**src/rtl/counter_cmd_sequencer_if.sv**
```systemverilog
// Command channel into the counter sequencer: one {op, len, dat} record per vld&rdy beat.
// The master drives the command and vld. The slave drives rdy.
interface counter_cmd_sequencer_if #(
    parameter int WIDTH = 16,
    parameter int CNT_W = 8
);
    logic             cmd_vld;
    logic             cmd_rdy;
    logic [2:0]       cmd_op;
    logic [CNT_W-1:0] cmd_len;
    logic [WIDTH-1:0] cmd_dat;

    modport master (
        output cmd_vld,
        output cmd_op,
        output cmd_len,
        output cmd_dat,
        input  cmd_rdy
    );

    modport slave (
        input  cmd_vld,
        input  cmd_op,
        input  cmd_len,
        input  cmd_dat,
        output cmd_rdy
    );
endinterface

```
**src/rtl/counter_cmd_sequencer.sv**
```systemverilog
// Sequencer that drives an up/down/load counter from a DEPTH-entry command FIFO.
// Timing: pop to first RUN is 1 cycle, and DONE comes 2 cycles after the last RUN. cmd_rdy is low while the FIFO is full.
module counter_cmd_sequencer_fifo #(
    parameter int DW    = 8,
    parameter int DEPTH = 4
) (
    input  logic                   clk_i,
    input  logic                   rst_i,
    input  logic                   push_i,
    input  logic [DW-1:0]          wdat_i,
    input  logic                   pop_i,
    output logic [DW-1:0]          rdat_o,
    output logic                   full_o,
    output logic                   empty_o,
    output logic [$clog2(DEPTH):0] level_o
);
    localparam int AW = $clog2(DEPTH);

    logic [DW-1:0] mem_q [DEPTH];
    logic [AW-1:0] wr_ptr_q, wr_ptr_d;
    logic [AW-1:0] rd_ptr_q, rd_ptr_d;
    logic [AW:0]   level_q, level_d;
    logic          do_push;
    logic          do_pop;

    assign full_o  = (level_q == (AW+1)'(DEPTH));
    assign empty_o = (level_q == '0);
    assign level_o = level_q;
    assign rdat_o  = mem_q[rd_ptr_q];
    assign do_push = push_i & ~full_o;
    assign do_pop  = pop_i & ~empty_o;

    always_comb begin
        wr_ptr_d = wr_ptr_q;
        rd_ptr_d = rd_ptr_q;
        level_d  = level_q;
        if (do_push) begin
            wr_ptr_d = wr_ptr_q + AW'(1);
        end
        if (do_pop) begin
            rd_ptr_d = rd_ptr_q + AW'(1);
        end
        case ({do_push, do_pop})
            2'b10:   level_d = level_q + (AW+1)'(1);
            2'b01:   level_d = level_q - (AW+1)'(1);
            default: level_d = level_q;
        endcase
    end

    always_ff @(posedge clk_i or posedge rst_i) begin
        if (rst_i) begin
            wr_ptr_q <= '0;
            rd_ptr_q <= '0;
            level_q  <= '0;
        end else begin
            wr_ptr_q <= wr_ptr_d;
            rd_ptr_q <= rd_ptr_d;
            level_q  <= level_d;
        end
    end

    // Storage is never read while empty, so it needs no reset.
    always_ff @(posedge clk_i) begin
        if (do_push) begin
            mem_q[wr_ptr_q] <= wdat_i;
        end
    end
endmodule

module counter_cmd_sequencer #(
    parameter int WIDTH = 16,
    parameter int DEPTH = 4,
    parameter int CNT_W = 8
) (
    input  logic                   clk_i,
    input  logic                   rst_i,
    counter_cmd_sequencer_if.slave cmd_if,
    input  logic [WIDTH-1:0]       q_i,
    input  logic                   rco_i,
    output logic [1:0]             modo_o,
    output logic                   enb_o,
    output logic [WIDTH-1:0]       d_o,
    output logic                   busy_o,
    output logic                   done_o,
    output logic [CNT_W-1:0]       rco_cnt_o,
    output logic [$clog2(DEPTH):0] level_o
);
    localparam logic [2:0] OP_UP    = 3'd0;
    localparam logic [2:0] OP_DOWN  = 3'd1;
    localparam logic [2:0] OP_DOWN3 = 3'd2;
    localparam logic [2:0] OP_LOAD  = 3'd3;
    localparam logic [2:0] OP_CLEAR = 3'd4;

    localparam logic [1:0] ST_IDLE = 2'd0;
    localparam logic [1:0] ST_RUN  = 2'd1;
    localparam logic [1:0] ST_WAIT = 2'd2;

    localparam logic [1:0] MODO_UP    = 2'b00;
    localparam logic [1:0] MODO_DOWN  = 2'b01;
    localparam logic [1:0] MODO_DOWN3 = 2'b10;
    localparam logic [1:0] MODO_LOAD  = 2'b11;

    typedef struct packed {
        logic [2:0]       op;
        logic [CNT_W-1:0] len;
        logic [WIDTH-1:0] dat;
    } cmd_t;

    cmd_t             wr_cmd;
    cmd_t             head;
    logic             fifo_full;
    logic             fifo_empty;
    logic             push;
    logic             pop;

    logic [1:0]       state_q, state_d;
    logic [2:0]       op_q, op_d;
    logic [WIDTH-1:0] d_q, d_d;
    logic [CNT_W-1:0] remain_q, remain_d;
    logic             primed_q, primed_d;
    logic             run_q;
    logic             done_q;
    logic [CNT_W-1:0] rco_cnt_q, rco_cnt_d;
    logic             init_q;

    assign wr_cmd.op  = cmd_if.cmd_op;
    assign wr_cmd.len = cmd_if.cmd_len;
    assign wr_cmd.dat = cmd_if.cmd_dat;

    // Ready stays low through reset and rises on the first edge after release.
    assign cmd_if.cmd_rdy = init_q & ~fifo_full;
    assign push           = cmd_if.cmd_vld & cmd_if.cmd_rdy;

    counter_cmd_sequencer_fifo #(
        .DW    ($bits(cmd_t)),
        .DEPTH (DEPTH)
    ) u_fifo (
        .clk_i   (clk_i),
        .rst_i   (rst_i),
        .push_i  (push),
        .wdat_i  (wr_cmd),
        .pop_i   (pop),
        .rdat_o  (head),
        .full_o  (fifo_full),
        .empty_o (fifo_empty),
        .level_o (level_o)
    );

    always_comb begin
        state_d  = state_q;
        op_d     = op_q;
        d_d      = d_q;
        remain_d = remain_q;
        primed_d = primed_q;
        pop      = 1'b0;
        case (state_q)
            ST_IDLE: begin
                if (!fifo_empty) begin
                    pop      = 1'b1;
                    op_d     = head.op;
                    d_d      = head.dat;
                    primed_d = 1'b1;
                    if ((head.op inside {OP_UP, OP_DOWN, OP_DOWN3}) && (head.len != '0)) begin
                        state_d  = ST_RUN;
                        remain_d = head.len;
                    end else if (head.op inside {OP_LOAD, OP_CLEAR}) begin
                        state_d  = ST_RUN;
                        remain_d = CNT_W'(1);
                    end else begin
                        state_d  = ST_WAIT;
                        remain_d = '0;
                    end
                end
            end
            ST_RUN: begin
                remain_d = remain_q - CNT_W'(1);
                if (remain_q == CNT_W'(1)) begin
                    state_d = ST_WAIT;
                end
            end
            ST_WAIT: state_d = ST_IDLE;
            default: state_d = ST_IDLE;
        endcase
    end

    // RCO is one edge late, so it is qualified by the previous cycle having been RUN.
    always_comb begin
        rco_cnt_d = rco_cnt_q;
        if (pop) begin
            rco_cnt_d = '0;
        end else if (run_q && rco_i && (rco_cnt_q != '1)) begin
            rco_cnt_d = rco_cnt_q + CNT_W'(1);
        end
    end

    always_ff @(posedge clk_i or posedge rst_i) begin
        if (rst_i) begin
            state_q   <= ST_IDLE;
            op_q      <= '0;
            d_q       <= '0;
            remain_q  <= '0;
            primed_q  <= 1'b0;
            run_q     <= 1'b0;
            done_q    <= 1'b0;
            rco_cnt_q <= '0;
            init_q    <= 1'b0;
        end else begin
            state_q   <= state_d;
            op_q      <= op_d;
            d_q       <= d_d;
            remain_q  <= remain_d;
            primed_q  <= primed_d;
            run_q     <= (state_q == ST_RUN);
            done_q    <= (state_q == ST_WAIT);
            rco_cnt_q <= rco_cnt_d;
            init_q    <= 1'b1;
        end
    end

    // Outside RUN, the counter is held by reloading its own Q, since ENB=0 would clear it.
    always_comb begin
        enb_o  = 1'b0;
        modo_o = MODO_LOAD;
        d_o    = '0;
        if (state_q == ST_RUN) begin
            case (op_q)
                OP_UP: begin
                    enb_o  = 1'b1;
                    modo_o = MODO_UP;
                end
                OP_DOWN: begin
                    enb_o  = 1'b1;
                    modo_o = MODO_DOWN;
                end
                OP_DOWN3: begin
                    enb_o  = 1'b1;
                    modo_o = MODO_DOWN3;
                end
                OP_LOAD: begin
                    enb_o  = 1'b1;
                    modo_o = MODO_LOAD;
                    d_o    = d_q;
                end
                default: enb_o = 1'b0;
            endcase
        end else if (primed_q) begin
            enb_o  = 1'b1;
            modo_o = MODO_LOAD;
            d_o    = q_i;
        end
    end

    assign busy_o    = (state_q != ST_IDLE) | ~fifo_empty;
    assign done_o    = done_q;
    assign rco_cnt_o = rco_cnt_q;
endmodule

```
**src/flat_wrapper.sv**
```systemverilog
// flat-port wrapper written by rule: the top's interface ports become plain ports
module counter_cmd_sequencer_flat 
#(
    parameter int WIDTH = 16,
    parameter int DEPTH = 4,
    parameter int CNT_W = 8
)
  (clk_i, rst_i, q_i, rco_i, modo_o, enb_o, d_o, busy_o, done_o, rco_cnt_o, level_o, cmd_if_cmd_vld, cmd_if_cmd_op, cmd_if_cmd_len, cmd_if_cmd_dat, cmd_if_cmd_rdy);
  counter_cmd_sequencer_if #(.WIDTH(WIDTH), .CNT_W(CNT_W)) cmd_if_i ();
  input  logic clk_i;
  input  logic rst_i;
  input  logic [WIDTH-1:0] q_i;
  input  logic rco_i;
  output logic [1:0] modo_o;
  output logic enb_o;
  output logic [WIDTH-1:0] d_o;
  output logic busy_o;
  output logic done_o;
  output logic [CNT_W-1:0] rco_cnt_o;
  output logic [$clog2(DEPTH):0] level_o;
  input wire logic [$bits(cmd_if_i.cmd_vld)-1:0] cmd_if_cmd_vld;
  input wire logic [$bits(cmd_if_i.cmd_op)-1:0] cmd_if_cmd_op;
  input wire logic [$bits(cmd_if_i.cmd_len)-1:0] cmd_if_cmd_len;
  input wire logic [$bits(cmd_if_i.cmd_dat)-1:0] cmd_if_cmd_dat;
  output wire logic [$bits(cmd_if_i.cmd_rdy)-1:0] cmd_if_cmd_rdy;
  assign cmd_if_i.cmd_vld = cmd_if_cmd_vld;
  assign cmd_if_i.cmd_op = cmd_if_cmd_op;
  assign cmd_if_i.cmd_len = cmd_if_cmd_len;
  assign cmd_if_i.cmd_dat = cmd_if_cmd_dat;
  assign cmd_if_cmd_rdy = cmd_if_i.cmd_rdy;
  counter_cmd_sequencer #(.WIDTH(WIDTH), .DEPTH(DEPTH), .CNT_W(CNT_W)) u_core (.clk_i(clk_i), .rst_i(rst_i), .cmd_if(cmd_if_i), .q_i(q_i), .rco_i(rco_i), .modo_o(modo_o), .enb_o(enb_o), .d_o(d_o), .busy_o(busy_o), .done_o(done_o), .rco_cnt_o(rco_cnt_o), .level_o(level_o));
endmodule
```
**config.mk**
```make
export PLATFORM = sky130hd
export DESIGN_NAME = counter_cmd_sequencer_flat
export DESIGN_NICKNAME = d
export VERILOG_FILES = /design/src/rtl/counter_cmd_sequencer_if.sv /design/src/rtl/counter_cmd_sequencer.sv /design/src/flat_wrapper.sv
export SDC_FILE = /design/constraint.sdc
export NUM_CORES = 1
export LEC_CHECK = 0
export ABC_AREA = 1
export CAP_MARGIN = 30
export CORE_AREA = 2 2 110 112
export DETAILED_ROUTE_END_ITERATION = 7
export DIE_AREA = 0 0 112 114
export PLACE_DENSITY = 0.88
export SLEW_MARGIN = 10
export SYNTH_ARGS = -nofsm -noshare
export SYNTH_HDL_FRONTEND = slang
export SYNTH_SLANG_ARGS = --single-unit
export TNS_END_PERCENT = 30
```
**constraint.sdc**
```tcl
create_clock -name clk_i -period 4.48 [get_ports clk_i]
set_input_delay 0.448 -clock clk_i [delete_from_list [all_inputs] [get_ports clk_i]]
set_output_delay 0.448 -clock clk_i [all_outputs]
set_load 0.02 [all_outputs]
```
==> After elaboration in Yosys (flattened, before gate mapping) <==
Memories as Yosys holds them, arrays and structs flattened.
Index checks and enable logic that the tools add are counted.
{ "word_totals": {"out_inout_bits": 33, "ff_bits": 48, "n_memories": 1, "ramBits": 108} }
{ "classes": {"n_addsub": 6, "eq_ne": 16, "n_reduce_logical": 18, "bitwise": 7, "n_mux": 24} }
{ "memory_table": {"columns": ["name", "words", "width", "rd", "rd_ports_with_merged_regs", "write_ports", "line_no", "text"], "rows": [
  ["u_core.u_fifo.mem_q", 4, 27, 1, 0, 1, "counter_cmd_sequencer.sv:19", "logic [DW-1:0] mem_q [DEPTH];"]
]} }
{ "ops": {"columns": ["operator", "n"], "rows": [
  ["$mux W16", 3],
  ["$mux W8", 4],
  ["$pmux W8 S2", 1],
  ["$eq A3 B2 Y1 const B", 4],
  ["$mux W2", 5],
  ["$reduce_bool A2 Y1", 5],
  ["$logic_not A3 Y1", 3],
  ["$add A8 B1 Y8 const B", 1],
  ["$eq A8 B1 Y1 const B", 1],
  ["$mux W1", 8],
  ["$ne A8 B8 Y1 const B", 1],
  ["$reduce_bool A8 Y1", 1],
  ["$sub A8 B1 Y8 const B", 1],
  ["$eq A3 B1 Y1 const B", 2],
  ["$eq A3 B3 Y1 const B", 2],
  ["$pmux W2 S3", 1],
  ["$pmux W3 S2", 1],
  ["$reduce_and A2 Y1", 3],
  ["$add A2 B1 Y2 const B", 2],
  ["$and A1 B1 Y1", 4],
  ["$eq A2 B1 Y1 const B", 2],
  ["$eq A2 B2 Y1 const B", 2],
  ["$pmux W2 S2", 1],
  ["$reduce_or A4 Y1", 1],
  ["other kinds (9)", 12]
]} }

==> Longest topological paths before layout <==
{ "logic_depth": {"ltp_word": 7, "depth_mapped": 12, "ltp_nobuf": 11} }

==> Modules after synthesis <==
From an unflattened synthesis, not the netlist that was laid out.
{ "hier_totals": {"cells_unflattened": 696, "area_unflattened_um2": 7154.4} }
{ "by_module_without_submodules": {"columns": ["mod", "cells_each", "seq_area_each_um2", "area_per_inst_um2", "n_inst"], "rows": [
  ["counter_cmd_sequencer_fifo", 376, 3418.3, 4758.3, 1],
  ["counter_cmd_sequencer", 320, 1026.0, 2396.0, 1]
]} }

==> Least setup slack after synthesis <==
Ideal clock, no wire load.
{ "synth_timing": {"path_kind": "register to register", "from": "reg u_core.u_fifo.level_q[1], in the netlist u_core.u_fifo.level_o[1]", "to": "mem u_core.u_fifo.mem_q[0][0] (netlist name), enable pin", "arrival_time_ps": 2570, "setup_slack_ps": 1499, "setup_time_ps": 411, "stages_incl_launch_ff": 5, "cell_sequence": "dfrtp_1 inv_1 a31oi_1 nand2_1 nor2_1"} }
{ "synth_between": {"elab_chain_cells": 7} }
{ "synth_rtl": {"columns": ["item", "line_no", "text"], "rows": [
  ["start: declaration", "counter_cmd_sequencer.sv:22", "logic [AW:0] level_q, level_d;"],
  ["start signal: assignment", "counter_cmd_sequencer.sv:58", "level_q <= level_d;"],
  ["$eq A3 B3 Y1", "counter_cmd_sequencer.sv:26", "assign full_o = (level_q == (AW+1)'(DEPTH));"],
  ["$not A1 Y1", "counter_cmd_sequencer.sv:131", "assign cmd_if.cmd_rdy = init_q & ~fifo_full;"],
  ["$and A1 B1 Y1", "counter_cmd_sequencer.sv:131", null],
  ["named net cmd_if_cmd_rdy", "flat_wrapper.sv:25", "output wire logic [$bits(cmd_if_i.cmd_rdy)-1:0] cmd_if_cmd_rdy;"],
  ["$and A1 B1 Y1", "counter_cmd_sequencer.sv:132", "assign push = cmd_if.cmd_vld & cmd_if.cmd_rdy;"],
  ["$and A1 B1 Y1", "counter_cmd_sequencer.sv:30", "assign do_push = push_i & ~full_o;"],
  ["$mux W1", "counter_cmd_sequencer.sv:64", "if (do_push) begin"],
  ["$mux W1 (not written as such)", "counter_cmd_sequencer.sv:65", "mem_q[wr_ptr_q] <= wdat_i;"],
  ["end: declaration", "counter_cmd_sequencer.sv:19", null]
]} }
The timed path passes the listed nets, and every way through them passes these cells.

==> Final worst setup path <==
{ "layout_timing": {"from": "reg u_core.state_q[0]", "to": "out d_o[2]"} }
{ "layout_between": {"elab_chain_cells": 2} }
{ "layout_rtl": {"columns": ["item", "line_no", "text"], "rows": [
  ["start: declaration", "counter_cmd_sequencer.sv:116", "logic [1:0] state_q, state_d;"],
  ["start signal: assignment", "counter_cmd_sequencer.sv:208", "state_q <= state_d;"],
  ["$eq A2 B1 Y1", "counter_cmd_sequencer.sv:225", "if (state_q == ST_RUN) begin"],
  ["$mux W16", "counter_cmd_sequencer.sv:225", null],
  ["end: declaration", "flat_wrapper.sv:16", "output logic [WIDTH-1:0] d_o;"]
]} }
Every way passes these cells.

==> impl_metrics.tcl <==
set metrics [dict create \
    antenna_found_initial 0 \
    initial_utilization 0.576 \
    vdd_drop_max_uv 342 \
    pre_cts_slack_ns 1.21 \
    syn_nets 683 \
    setup_slack_ns 0.716 \
    clockBufferDepth 2 \
    final_cells 861 \
    startpoint "u_core.state_q[0]$_DFFE_PP0P_" \
    cts_root_buf "clkbuf_16" \
    power_frac_comb 0.390 \
    io_pins 80 \
    die_h_um 114 \
    gr-total-overflow 0 \
    yosys.area_share.adder 0.0178 \
    critPathKind "flip-flop to output pin" \
    fin_hold_ws_ns 0.254 \
    start_kind "flip-flop" \
    hpwl_mm 9.39 \
    drive_gt1_frac 0.0896 \
    core_area_um2 11700 \
    io_buffers 79 \
    fmax_ghz 0.266 \
    cts_max_level 4 \
    syn_area_um2 6740 \
    placed_cells_incl_taps 829 \
    antenna_left 0 \
    pwr-share-clk 0.266 \
    r2r_cells 4 \
    power_frac_seq 0.344 \
    p_leak_nw 3.21 \
    reg2reg_slack_ns 2.18 \
    yosys-top-cells-count "nand2_1, edfxtp_1, nor2_1" \
    ctsHoldBuffers 0 \
    finClkSkew_ns 0.00670 \
    ys_ff_latch 156 \
    cp-end-kind "output pin" \
    rr_startpoint "u_core.u_fifo.level_o[0]$_DFFE_PP0P_" \
    ys.flop_type "edfxtp_1" \
    synth_area_leaders "edfxtp_1, dfrtp_1, nand2_1, o21ai_0, nand3_1" \
    yosysWarnings 0 \
    cts_setup_buffers 0 \
    cts_resized 0 \
    yosysSeqAreaShare 0.659 \
    hold_class "primary input to async pin" \
    drv_cap 0 \
    routabilityCongestion 0.914 \
    powerDensity_nw_per_um2 699 \
    yosysTopAreaCell "edfxtp_1" \
    firstDrtPassIters 7 \
    syn_avg_cell_area_um2 10.8 \
    synth-simple-area-share 0.163 \
    cts_tree "done" \
    rsz0062_at_grt "no" \
    vias 5052 \
    rows 40 \
    synth.top_cell.area_share 0.481 \
    outcome "finished, final reports clean" \
    muxShareOfSynthArea 0 \
    syn_to_final_growth_pct 22.7 \
    cp_slowest_cell "clkdlybuf4s50_1" \
    synth_compound_area_frac 0.0945 \
    die_x_um 112 \
    setup_viol 0 \
    clkTransAtPathRegs_ns 0.06 \
    grt_first_pass_wirelength_mm 24.7 \
    layout_min_cycle_time_ns 3.76 \
    insertion_delay_ns 0.43 \
    slowest_delay_ns 0.65 \
    grt_pass1_vias 5049 \
    p_sw_frac 0.384 \
    cts_buffers 17 \
    fill_cells 777 \
    drt_drc_violations_left 0 \
    ys_types 36 \
    synth_most_common_cell "nand2_1" \
    drt_wl_total_mm 15.5 \
    synth_top_family_by_area "simple AND/OR/NAND/NOR gates" \
    antennaDiodeCount 0 \
    seqCellArea_um2 4440 \
    path_max_fanout 23 \
    max-slew-margin-rel 0.384 \
    endpoint "d_o[2]" \
    maxSlewViolCount 0 \
    fin_crit_sh 0.840 \
    grt.total_usage 0.250 \
    path_cells "inv_2 -> nor2_2 -> inv_2 -> nor2_1 -> nand3_1 -> o21ai_0 -> clkdlybuf4s50_1" \
    worst_pin_slew_ns 0.922 \
    die_area_um2 12800 \
    multiInputGateArea_um2 1960 \
    netlist_instances 627 \
    fin_tns_setup_ns 0 \
    grt_max_degree 57 \
    intPower_mw 3.56 \
    synth_edf_count 108 \
    drt_iter0_drc 722 \
    worst-endpoint-arrival_ns 3.32 \
    worstPathRequired_ns 4.03 \
    timing.critical_path.mode_cell "inv_2" \
    nets 757 \
    hold_violations 0 \
    ys_async_sr_fraction 0.308 \
    p_sw_mw 2.22 \
    worst_r2r_endpoint "u_core.u_fifo.mem_q[1][25]$_DFFE_PP_" \
    wl_per_cell_um 18.0 \
    synth-xor-area-share 0.0104 \
    avgViaCountPerCell 5.87 \
    postLayoutCoreUtil 0.706 \
    clock_sinks 156 \
]
[worst min path at each step]
| stage | startpoint | endpoint | slack, ns | cells past startpoint |
|---|---|---|---|---|
| 2_1_floorplan | u_core.op_q[2]$_DFFE_PP0N_ | u_core.op_q[2]$_DFFE_PP0N_ | 0.45 | 2 |
| 3_3_place_gp | u_core.op_q[2]$_DFFE_PP0N_ | u_core.op_q[2]$_DFFE_PP0N_ | 0.47 | 2 |
| 3_5_place_dp | u_core.op_q[2]$_DFFE_PP0N_ | u_core.op_q[2]$_DFFE_PP0N_ | 0.47 | 2 |
| 4_1_cts | rst_i | u_core.u_fifo.level_o[0]$_DFFE_PP0P_ | 0.26 | 2 |
| 5_1_grt | rst_i | u_core.u_fifo.level_o[0]$_DFFE_PP0P_ | 0.27 | 2 |
| 6_report | rst_i | u_core.init_q$_DFF_PP0_ | 0.25 | 2 |
[placed cells by master (no fill, tap or decap), types with 2 or more instances in the layout]
cell type        count
a21oi_2              2
inv_2                5
nor2_1              60
o21ai_1             17
inv_6                4
o22ai_1             17
nand4_1              2
edfxtp_1           108
dfrtp_1             48
nor2_4               4
o31ai_1              3
inv_1               49
nor3_1               3
nand3_2              2
clkbuf_8             2
xnor2_1              3
nor2_2               3
or2_2                6
a21oi_1              9
o21ai_0             61
clkinvlp_4           2
clkdlybuf4s50_1     79
ha_1                 8
xor2_1               5
nand3_1             58
clkbuf_16           17
a31oi_1              2
buf_4                3
nand2_2              3
bufinv_16            4
nand2_1            111
[through the flow]
stage               instance area [um^2]  total power [mW]
finish                              8270              5.79
global route                        8270              6.10
CTS                                 8270              5.76
detailed placement                  7630              4.18
global placement                    7610              4.06
floorplan                           6740              3.53
[final cells by class]
class	count	area share
inverters	55	0.0253
repair buffers	83	0.101
multi-input cells	388	0.237
clock buffers	20	0.0552
flip-flops and latches	156	0.537
well taps	147	0.0222
clock inverters	12	0.0221
[layer usage]
metal / share of wire / track usage / up-vias / wire length, um
li1: - / - / 2295 / -
met1: 0.38 / 0.300 / 2480 / 5960
met2: 0.53 / 0.435 / 235 / 8150
met3: 0.064 / 0.0462 / 42 / 993
met4: 0.027 / 0.131 / 0 / 416
met5: 0 / 0 / - / 0
[cells by family after synthesis]
group,count (synthesis)
flip-flops,156
AND/OR/NAND/NOR,255
adder cells (fa/ha/maj),9
other,1
AO/OA/AOI/OAI,115
buffers and inverters,83
XOR/XNOR,8
[power by group through the flow]
| stage | Sequential, mW | Clock [mW] | Combinational, mW |
|---|---|---|---|
| 2_1_floorplan | 2.01 | 0 | 1.52 |
| 3_3_place_gp | 1.99 | 0 | 2.07 |
| 3_5_place_dp | 2.01 | 0 | 2.17 |
| 4_1_cts | 1.99 | 1.55 | 2.23 |
| 5_1_grt | 2.01 | 1.62 | 2.47 |
| 6_report | 1.99 | 1.54 | 2.26 |
[critical path: cells and delay by family, from the launching register on]
family | cells | cell delay, ns
compound gates | 1 | 0.39
simple gates | 3 | 1.04
flops | 1 | 0.44
buf+inv | 3 | 1.02
[sequential cells by signal (all words and copies together), names as in the netlist, 2 cells and up]
register and count:
u_core.rco_cnt_o 8, u_core.u_fifo.rd_ptr_q 2, u_core.state_q 2, u_core.u_fifo.wr_ptr_q 2, u_core.d_q 16, u_core.u_fifo.level_o 3
u_core.op_q 3, u_core.remain_q 8, u_core.u_fifo.mem_q 108
Power figures use the tool's default switching activity.
==> patch 1: new RTL, config.mk and constraints unchanged <==
`CNT_W` is set to 8 in 3 places; all go to 9.
--- a/src/rtl/counter_cmd_sequencer_if.sv
+++ b/src/rtl/counter_cmd_sequencer_if.sv
@@ -3,5 +3,5 @@
 interface counter_cmd_sequencer_if #(
     parameter int WIDTH = 16,
-    parameter int CNT_W = 8
+    parameter int CNT_W = 9
 );
     logic             cmd_vld;
--- a/src/rtl/counter_cmd_sequencer.sv
+++ b/src/rtl/counter_cmd_sequencer.sv
@@ -71,5 +71,5 @@
     parameter int WIDTH = 16,
     parameter int DEPTH = 4,
-    parameter int CNT_W = 8
+    parameter int CNT_W = 9
 ) (
     input  logic                   clk_i,
--- a/src/flat_wrapper.sv
+++ b/src/flat_wrapper.sv
@@ -4,5 +4,5 @@
     parameter int WIDTH = 16,
     parameter int DEPTH = 4,
-    parameter int CNT_W = 8
+    parameter int CNT_W = 9
 )
   (clk_i, rst_i, q_i, rco_i, modo_o, enb_o, d_o, busy_o, done_o, rco_cnt_o, level_o, cmd_if_cmd_vld, cmd_if_cmd_op, cmd_if_cmd_len, cmd_if_cmd_dat, cmd_if_cmd_rdy);
Interface: changed (resized cmd_if_cmd_len and rco_cnt_o); port bits go from 80 to 82. No check against the original RTL was run, so the function may have changed too.
==> patch 1 against the unedited design <==
Synthesized area increased by 2.6%. Utilization grew 1.8 points. Via count grew 2.4%. Maximum frequency grew 17%. Total power increased by 1.1%. Critical path depth stayed put. Sequential cell count grew 6. Sequential share of layout area increased by 0.71 points. Routed wire length is 3.2% higher. Design area grew 2.5%. Worst setup slack improved by 550 ps. Clock skew is 3.4 ps higher. Highest routed layer unchanged.
==> patch 1: results <==
{
  "routed-via-count": 5175,
  "dpl_cell_area_um2": 7840,
  "clk_share_pct": 7.54,
  "cp_top_family": "buffers and inverters",
  "track_usage_pct": 26.5,
  "synthTopCellsByArea": "edfxtp_1, dfrtp_1, nand2_1, o21ai_0, nand3_1",
  "rr_worst_depth": 9,
  "buffers": 88,
  "grt_max_degree": 59,
  "totalWireLength_um": 16000,
  "first_pass_iters": 5,
  "finClkSkew_ps": 10.1,
  "synth_edf_count": 112,
  "grt_use_met3_pct": 6.32,
  "irDropWorstVdd_mv": 0.432,
  "arrival_ps": 2770,
  "ys_top_cells_by_count": "nand2_1, edfxtp_1, o21ai_0, nor2_1, inv_1",
  "drtIter0Drc": 577,
  "wl_met2_um": 8040,
  "nFillCells": 752,
  "cp_max_fo": 25,
  "outcome": "completed",
  "seq_area_um2": 4610,
  "worstMarginPinSlew_ps": 926,
  "synth.distinct_cells": 35,
  "nNetsFinal": 779,
  "place_congestion": 0.866,
  "multi_input_area_um2": 1950
}
-- patch 1: cells by family (layout without fill, tap and decap cells) --
family,count (synthesis),count (layout),share of synthesized area (%)
simple gates,252,252,15.6
flops,162,162,66.7
compound gates,127,127,9.93
buf+inv,86,178,5.30
fa+ha+maj,10,10,1.92
xor+xnor,4,4,0.507
other cells,1,1,0.0542
-- patch 1: per-stage QoR --
stage          total power [W]  util (%)  instances
3_5_place_dp           0.00421      66.9        849
3_3_place_gp           0.00408      66.8        848
4_1_cts                0.00582      72.4        881
6_report               0.00585      72.4        881
5_1_grt                0.00618      72.4        881
2_1_floorplan          0.00355         -        642
-- patch 1: power by group through the flow --
| stage | Combinational (W) | Clock (W) | Sequential (W) |
|---|---|---|---|
| floorplan | 0.00148 | 0 | 0.00207 |
| global placement | 0.00202 | 0 | 0.00206 |
| detailed placement | 0.00214 | 0 | 0.00207 |
| CTS | 0.00220 | 0.00157 | 0.00205 |
| global route | 0.00246 | 0.00163 | 0.00208 |
| finish | 0.00223 | 0.00156 | 0.00206 |
==> patch 2: new RTL, config.mk and constraints unchanged <==
Made on the original files. Put one more register stage on the output `rco_cnt_o`, with the module's reset. The value now appears one clock later. The other outputs are not delayed to match.
--- a/src/rtl/counter_cmd_sequencer.sv
+++ b/src/rtl/counter_cmd_sequencer.sv
@@ -253,5 +253,11 @@
     assign busy_o    = (state_q != ST_IDLE) | ~fifo_empty;
     assign done_o    = done_q;
-    assign rco_cnt_o = rco_cnt_q;
+    always_ff @(posedge clk_i or posedge rst_i) begin
+        if (rst_i) begin
+            rco_cnt_o <= '0;
+        end else begin
+            rco_cnt_o <= rco_cnt_q;
+        end
+    end
 endmodule
 
Formal check against the unedited RTL: not equivalent (Yosys sat finds a counterexample within 10 cycles, from zero or initial values and one cycle with rst_i high).
==> patch 2 against the unedited design <==
Combinational power fell by 6%. Routed wire length fell by 0.67%. Non-clock buffer count rose by 4. Sequential cell count rose by 8. Largest power group unchanged. Worst setup slack improved by 170 ps. Utilization did not move. Synthesized area rose by 1.4%. Via count barely moved. Design area did not move. Sequential share of layout area rose by 2.4 points. Critical endpoint is now d_o[10]. Largest cell class unchanged. Total power fell by 4.8%. Hold slack improved by 160 ps.
==> patch 2: results <==
{
  "outcome": "completed",
  "syn_inst": 621,
  "cp_max_fo": 24,
  "dpl_cell_area_um2": 7730,
  "switchingPower_w": 0.00213,
  "sh_seq_area_pct": 56.1,
  "met1Wirelength_um": 6080,
  "grt_use_met3_pct": 5.90,
  "drtIter0Drc": 523,
  "irDropWorstVdd_mv": 0.360,
  "ys_top_cells_by_count": "nand2_1, edfxtp_1, o21ai_0, dfrtp_1, nor2_1",
  "totalWireLength_um": 15400,
  "min_path_type": "reg -> reg",
  "synth_nets": 677,
  "routed-via-count": 5049,
  "drive_gt1_share_pct": 7.98,
  "nFillCells": 749,
  "wl_met2_um": 7870,
  "nonClkBufAreaFrac_pct": 10.3,
  "design.seq.count": 164,
  "grt_pass1_wl_um": 24300,
  "leakage_nw": 3.23,
  "routed-wl-met3_um": 1150,
  "post-dp-hpwl_um": 9230,
  "syn2layout_area_growth_pct": 21.0,
  "arrival_ps": 3150,
  "inv_count": 53
}
-- patch 2: cell types whose count changed in the layout (fill, tap and decap cells not counted), sizes merged, moves of 3 or more --
cell,delta
nand3,-6
clkinvlp,+4
nor2,-9
dfrtp,+8
bufinv,-3
inv,-4
nand2,+6
buf,+4
nand4,+3
-- patch 2: kinds of logic (layout without fill, tap and decap cells) --
| family | after synthesis | after routing | synth area share [%] |
|---|---|---|---|
| buffers and inverters | 79 | 172 | 5.12 |
| adders and majority gates | 9 | 9 | 1.76 |
| AOI/OAI and AO/OA | 114 | 114 | 8.93 |
| other | 1 | 1 | 0.0549 |
| and+or+nand+nor | 249 | 249 | 15.6 |
| xor gates and xnor gates | 5 | 5 | 0.641 |
| DFF | 164 | 164 | 67.9 |
-- patch 2: worst max-delay path: stages, from the launching register on --
cell             delay (ps)
dfrtp_1                 370
inv_1                    90
nand2_1                 490
nor2_1                  310
nand3_1                 420
o21ai_0                 370
clkdlybuf4s50_1         650
-- patch 2: path summary, 6_finish.rpt --
check	from	end	slack [ps]	cells after the start
max	u_core.state_q[1]$_DFFE_PP0P_	d_o[10]	880	6
min	u_core.rco_cnt_q[5]$_DFFE_PP0P_	u_core.rco_cnt_o[5]$_DFF_PP0_	410	0
max reg2reg	u_core.u_fifo.rd_ptr_q[0]$_DFFE_PP0P_	u_core.state_q[0]$_DFFE_PP0P_	1850	11
min reg2reg	u_core.rco_cnt_q[5]$_DFFE_PP0P_	u_core.rco_cnt_o[5]$_DFF_PP0_	410	0
max in group asynchronous	rst_i	u_core.d_q[3]$_DFFE_PP0N_	3480	3
min in group asynchronous	rst_i	u_core.init_q$_DFF_PP0_	530	3
